`config.mk`:
```
export PLATFORM = sky130hd
export DESIGN_NAME = adder_scheduler
export DESIGN_NICKNAME = d
export VERILOG_FILES = /design/src/rtl/adder_sched_pkg.sv /design/src/rtl/adder_scheduler_adder.sv /design/src/rtl/adder_scheduler.sv
export SDC_FILE = /design/constraint.sdc
export NUM_CORES = 1
export LEC_CHECK = 0
export CAP_MARGIN = 40
export CORE_UTILIZATION = 40
export CTS_CLUSTER_DIAMETER = 200
export CTS_CLUSTER_SIZE = 28
export DETAILED_ROUTE_END_ITERATION = 8
export GPL_TIMING_DRIVEN = 0
export PLACE_DENSITY = 0.66
export SYNTH_ARGS = -nofsm -noshare
export SYNTH_HDL_FRONTEND = slang
export SYNTH_SLANG_ARGS = --single-unit
```
`constraint.sdc`:
```
create_clock -name clk -period 6.5 [get_ports clk]
set_clock_uncertainty 0.2 [all_clocks]
set_input_delay 0.65 -clock clk [delete_from_list [all_inputs] [get_ports clk]]
set_output_delay 0.65 -clock clk [all_outputs]
set_load 0.1 [all_outputs]
```
`src/rtl/adder_sched_pkg.sv`:
```
// rtl/adder_sched_pkg.sv - shared states and requester indices for adder_scheduler
// Contents: state_t (IDLE/RUN/DONE encodings), REQ0/REQ1 requester index constants.
package adder_sched_pkg;

  typedef enum logic [1:0] {
    IDLE = 2'd0,
    RUN  = 2'd1,
    DONE = 2'd2
  } state_t;

  localparam logic REQ0 = 1'b0;
  localparam logic REQ1 = 1'b1;

endpackage

```
`src/rtl/adder_scheduler_adder.sv`:
```
// rtl/adder_scheduler_adder.sv - SIZE-bit ripple-carry adder built from a full-adder chain
// Ports:
//   a, b  in  SIZE  addends
//   cin   in  1     carry into bit 0
//   sum   out SIZE  a + b + cin modulo 2^SIZE
//   cout  out 1     carry out of bit SIZE-1
module adder_scheduler_adder #(
  parameter int SIZE = 8
) (
  input  logic [SIZE-1:0] a,
  input  logic [SIZE-1:0] b,
  input  logic            cin,
  output logic [SIZE-1:0] sum,
  output logic            cout
);

  logic [SIZE:0] c;

  assign c[0] = cin;

  for (genvar i = 0; i < SIZE; i++) begin : g_fa
    assign sum[i]  = a[i] ^ b[i] ^ c[i];
    assign c[i+1]  = (a[i] & b[i]) | (c[i] & (a[i] ^ b[i]));
  end

  assign cout = c[SIZE];

endmodule

```
`src/rtl/adder_scheduler.sv`:
```
// rtl/adder_scheduler.sv - two-requester scheduler sharing one SIZE-bit adder over CHUNKS slices
// Config macro: ADDER_SCHED_FIXED_PRIO_EN (defined: requester 0 always wins a tie;
//   undefined: round-robin between the two requesters).
// Ports:
//   clk, rst_n            clock, synchronous active-low reset
//   vld0/vld1, rdy0/rdy1  per-requester request / accept handshake
//   a0,b0,cin0 / a1,b1,cin1  operands, sampled only on handshake
//   done0/done1           one-cycle result-valid pulse
//   sum0,cout0 / sum1,cout1  last completed result per requester
module adder_scheduler
  import adder_sched_pkg::*;
#(
  parameter int SIZE   = 8,
  parameter int CHUNKS = 4
) (
  input  logic                   clk,
  input  logic                   rst_n,
  input  logic                   vld0,
  input  logic                   vld1,
  output logic                   rdy0,
  output logic                   rdy1,
  input  logic [SIZE*CHUNKS-1:0] a0,
  input  logic [SIZE*CHUNKS-1:0] b0,
  input  logic [SIZE*CHUNKS-1:0] a1,
  input  logic [SIZE*CHUNKS-1:0] b1,
  input  logic                   cin0,
  input  logic                   cin1,
  output logic                   done0,
  output logic                   done1,
  output logic [SIZE*CHUNKS-1:0] sum0,
  output logic [SIZE*CHUNKS-1:0] sum1,
  output logic                   cout0,
  output logic                   cout1
);

  localparam int W  = SIZE * CHUNKS;
  localparam int CW = (CHUNKS > 1) ? $clog2(CHUNKS) : 1;

  state_t          state;
  logic            owner;
  logic [CW-1:0]   cnt;
  logic            carry;
  logic [W-1:0]    work;
  logic [W-1:0]    opa;
  logic [W-1:0]    opb;

  logic            gnt;
  logic            hs;
  logic [SIZE-1:0] slice_a;
  logic [SIZE-1:0] slice_b;
  logic [SIZE-1:0] slice_sum;
  logic            slice_cout;
  logic [W-1:0]    full;
  logic            last_slice;

`ifndef ADDER_SCHED_FIXED_PRIO_EN
  logic            last;
`endif

  // Arbiter: a lone requester always wins; on a tie the pointer decides.
  always_comb begin
    gnt = REQ0;
    if (vld0 && vld1) begin
`ifdef ADDER_SCHED_FIXED_PRIO_EN
      gnt = REQ0;
`else
      gnt = (last == REQ0) ? REQ1 : REQ0;
`endif
    end else if (vld1) begin
      gnt = REQ1;
    end
  end

  assign rdy0 = (state == IDLE) && vld0 && (gnt == REQ0);
  assign rdy1 = (state == IDLE) && vld1 && (gnt == REQ1);
  assign hs   = rdy0 | rdy1;

  assign slice_a    = opa[int'(cnt)*SIZE +: SIZE];
  assign slice_b    = opb[int'(cnt)*SIZE +: SIZE];
  assign last_slice = (cnt == CW'(CHUNKS - 1));

  // carry holds the latched cin on slice 0, then each slice's carry-out.
  adder_scheduler_adder #(
    .SIZE (SIZE)
  ) u_adder (
    .a    (slice_a),
    .b    (slice_b),
    .cin  (carry),
    .sum  (slice_sum),
    .cout (slice_cout)
  );

  // Work register with the current slice merged in; on the last slice this
  // is the complete W-bit result.
  always_comb begin
    full = work;
    full[int'(cnt)*SIZE +: SIZE] = slice_sum;
  end

  always_ff @(posedge clk) begin
    if (!rst_n) begin
      state <= IDLE;
      owner <= REQ0;
      cnt   <= '0;
      carry <= 1'b0;
      work  <= '0;
      opa   <= '0;
      opb   <= '0;
      sum0  <= '0;
      sum1  <= '0;
      cout0 <= 1'b0;
      cout1 <= 1'b0;
      done0 <= 1'b0;
      done1 <= 1'b0;
`ifndef ADDER_SCHED_FIXED_PRIO_EN
      last  <= REQ1;
`endif
    end else begin
      done0 <= 1'b0;
      done1 <= 1'b0;
      case (state)
        IDLE: begin
          if (hs) begin
            owner <= gnt;
            opa   <= (gnt == REQ1) ? a1 : a0;
            opb   <= (gnt == REQ1) ? b1 : b0;
            carry <= (gnt == REQ1) ? cin1 : cin0;
            cnt   <= '0;
            work  <= '0;
            state <= RUN;
`ifndef ADDER_SCHED_FIXED_PRIO_EN
            last  <= gnt;
`endif
          end
        end
        RUN: begin
          work  <= full;
          carry <= slice_cout;
          if (last_slice) begin
            cnt   <= '0;
            state <= DONE;
            if (owner == REQ0) begin
              sum0  <= full;
              cout0 <= slice_cout;
              done0 <= 1'b1;
            end else begin
              sum1  <= full;
              cout1 <= slice_cout;
              done1 <= 1'b1;
            end
          end else begin
            cnt <= cnt + 1'b1;
          end
        end
        DONE: begin
          state <= IDLE;
        end
        default: begin
          state <= IDLE;
        end
      endcase
    end
  end

endmodule

```
==> impl_metrics.json <==
{
  "slew_violations": 0,
  "ys.flop_type": "dfxtp_1",
  "synth_seq_cells": 171,
  "ys_types": 51,
  "grt_pass1_vias": 7658,
  "outcome": "completed",
  "cp_max_fo": 10,
  "crit_top_cell": "fa_1",
  "synth-compound-area-share": 0.279,
  "worst_skew_pair.late_latency_ns": 0.43,
  "drv_cap": 0,
  "stdcell_area_um2": 12000,
  "nets": 1303,
  "ir_drop_mv": 0.152,
  "track_usage": 0.261,
  "synth-simple-area-share": 0.149,
  "p_leak_nw": 4.40,
  "setup_violations": 0,
  "ys_async_sr_fraction": 0,
  "post_cts.repair.setup_buffers": 0,
  "placed_area_um2": 11400,
  "io_buffers": 203,
  "synth_top_area_share": 0.431,
  "worst_setup_path_end_kind": "flip-flop",
  "ctsResizeCount": 0,
  "crit_required_ns": 6.60,
  "critPathTopFamily": "adder cells",
  "grt_max_degree": 17,
  "holdWs_ns": 0.270,
  "setup_tns_ns": 0,
  "slew_headroom": 0.553,
  "via_count": 7774,
  "synth_top_family_by_area": "compound AO/OA/AOI/OAI gates",
  "cts_buffers": 17,
  "power_density_nw_per_um2": 220,
  "critical_path.slowest_cell": "fa_1",
  "critical_path.cell_chain": "buf_2 -> clkbuf_1 -> mux4_2 -> inv_1 -> fa_1 -> fa_1 -> fa_1 -> fa_1 -> fa_1 -> inv_1 -> fa_1 -> inv_1 -> fa_1 -> inv_1 -> fa_1 -> nand4_1 -> a31oi_1",
  "critPathKind": "reg2reg",
  "cts_max_path_buffers": 2,
  "path_buf_inv": 6,
  "fp.coreArea_um2": 19500,
  "pin_count": 204,
  "yosys.area.top_type": "dfxtp_1",
  "synth-edff-count": 0,
  "fp-row-count": 51,
  "synth.area.top_cells": "dfxtp_1 43%, a311oi_2 6.2%, nand2_1 6.0%",
  "yosys_warnings": 0,
  "arrival_ns": 5.49,
  "num_antenna_cells": 0,
  "drt_pass1_iterations": 5,
  "ys_top_cells_by_count": "171 x dfxtp_1, 128 x nand2_1, 66 x a21oi_1",
  "antenna_found_initial": 0,
  "clock.fmax_mhz": 186,
  "syn_nets": 1011,
  "place_congestion": 0.869,
  "synth_fa_ha_area_frac": 0.0296,
  "avgSynthCellArea_um2": 9.21,
  "seqCellArea_um2": 3420,
  "yosysMostFrequentCell": "dfxtp_1",
  "dp_hpwl_um": 19900,
  "clock_sinks": 171,
  "chipWidth_um": 143,
  "ctsRootBufferMaster": "clkbuf_16",
  "cp-start-kind": "flip-flop",
  "cts-hold-fix-buffers": 0,
  "synth-xor-area-share": 0,
  "num-fill-cells": 1662,
  "rsz0062_at_grt": "no",
  "drive_gt1_frac": 0.171,
  "area_delta_synth_final_pct": 50.5,
  "initial_core_util": 0.408,
  "cpPeakStageDelay_ns": 0.56,
  "seq_area_frac_synth": 0.431,
  "die_y_um": 143,
  "finalCriticalPeriod_ns": 5.38,
  "final_core_util": 0.615,
  "min_period_over_period": 0.828,
  "ant_nets": 0,
  "grt_pass1_wl_um": 40900,
  "multi_input_area_um2": 4030,
  "drt-vias-per-instance": 5.43,
  "cts_tree": "done",
  "tightestPinTransition_ns": 0.671,
  "synth_area_um2": 7950,
  "syn_inst": 863,
  "hold_class": "reg2reg",
  "h-tree-depth": 4,
  "cts.clk_slew.worst_paths_ns": 0.06,
  "grt-ovfl-total": 0,
  "synthMuxAreaShare": 0.0491,
  "drt-total-wl_um": 25700,
  "post-route-drc-count": 0,
  "dieArea_um2": 20400,
  "finalHoldViolations": 0,
  "wl_per_cell_um": 17.9,
  "drt-initial-drc-count": 481
}
-- registers in the layout (all words and copies together), names as in the netlist, 2 cells and up --
register / cells
opb: 32
state: 2
opa: 32
sum1: 32
cnt: 2
work: 32
sum0: 32
-- metal layers --
| metal | GRT usage | vias to the layer above | wire, µm |
|---|---|---|---|
| met1 | 0.325 | 3720 | 11000 |
| met3 | 0.0510 | 21 | 1360 |
| met2 | 0.458 | 259 | 13000 |
| li1 | - | 3774 | - |
| met4 | 0.0713 | 0 | 268 |
| met5 | 0 | - | 0 |
-- power breakdown --
part	leakage [nW]	internal [mW]	switching, mW
combinational	2.73	0.217	0.277
clock	0.279	0.596	0.421
sequential	1.39	1.09	0.0316
total	4.40	1.91	0.729
-- layout by cell type (no fill, tap or decap), types with 36 or more instances in the layout --
| cell | instances |
|---|---|
| clkdlybuf4s50_1 | 203 |
| buf_8 | 69 |
| dfxtp_1 | 171 |
| nand2_1 | 128 |
| buf_2 | 36 |
| o21ai_0 | 59 |
| clkbuf_1 | 43 |
| a31oi_1 | 64 |
| a21oi_1 | 66 |
-- layout make-up --
type,count,share of cell area
plain buffers,87,0.0342
clock buffers,22,0.0396
clock inverters,9,0.00952
inverters,23,0.00722
multi-input cells,582,0.337
flip-flops and latches,171,0.286
well taps,265,0.0277
repair buffers,273,0.259
-- logic make-up after synthesis --
| kind of cell | Yosys count |
|---|---|
| AOI/OAI and AO/OA | 304 |
| adders and majority gates | 14 |
| buffers and inverters | 110 |
| DFF | 171 |
| muxes | 19 |
| and+or+nand+nor | 245 |
-- worst paths after layout --
check	slack, ns	to	cells after the start	from
max	1.12	sum1[31]$_SDFFE_PN0P_	17	cnt[1]$_SDFFE_PN0P_
min	0.27	work[27]$_SDFFE_PN0P_	1	work[27]$_SDFFE_PN0P_
max reg2reg	1.12	sum1[31]$_SDFFE_PN0P_	17	cnt[1]$_SDFFE_PN0P_
min reg2reg	0.27	work[27]$_SDFFE_PN0P_	1	work[27]$_SDFFE_PN0P_
-- through the flow --
| stage | worst slack [ns] | cells | power (mW) |
|---|---|---|---|
| 6_report | 1.12 | 1432 | 2.64 |
| 5_1_grt | 0.906 | 1432 | 2.73 |
| 4_1_cts | 1.14 | 1432 | 2.64 |
| 3_5_place_dp | 1.16 | 1401 | 1.64 |
| 3_3_place_gp | 1.23 | 1331 | 1.63 |
| 2_1_floorplan | 1.71 | 863 | 1.43 |
Power figures use the tool's default switching activity.
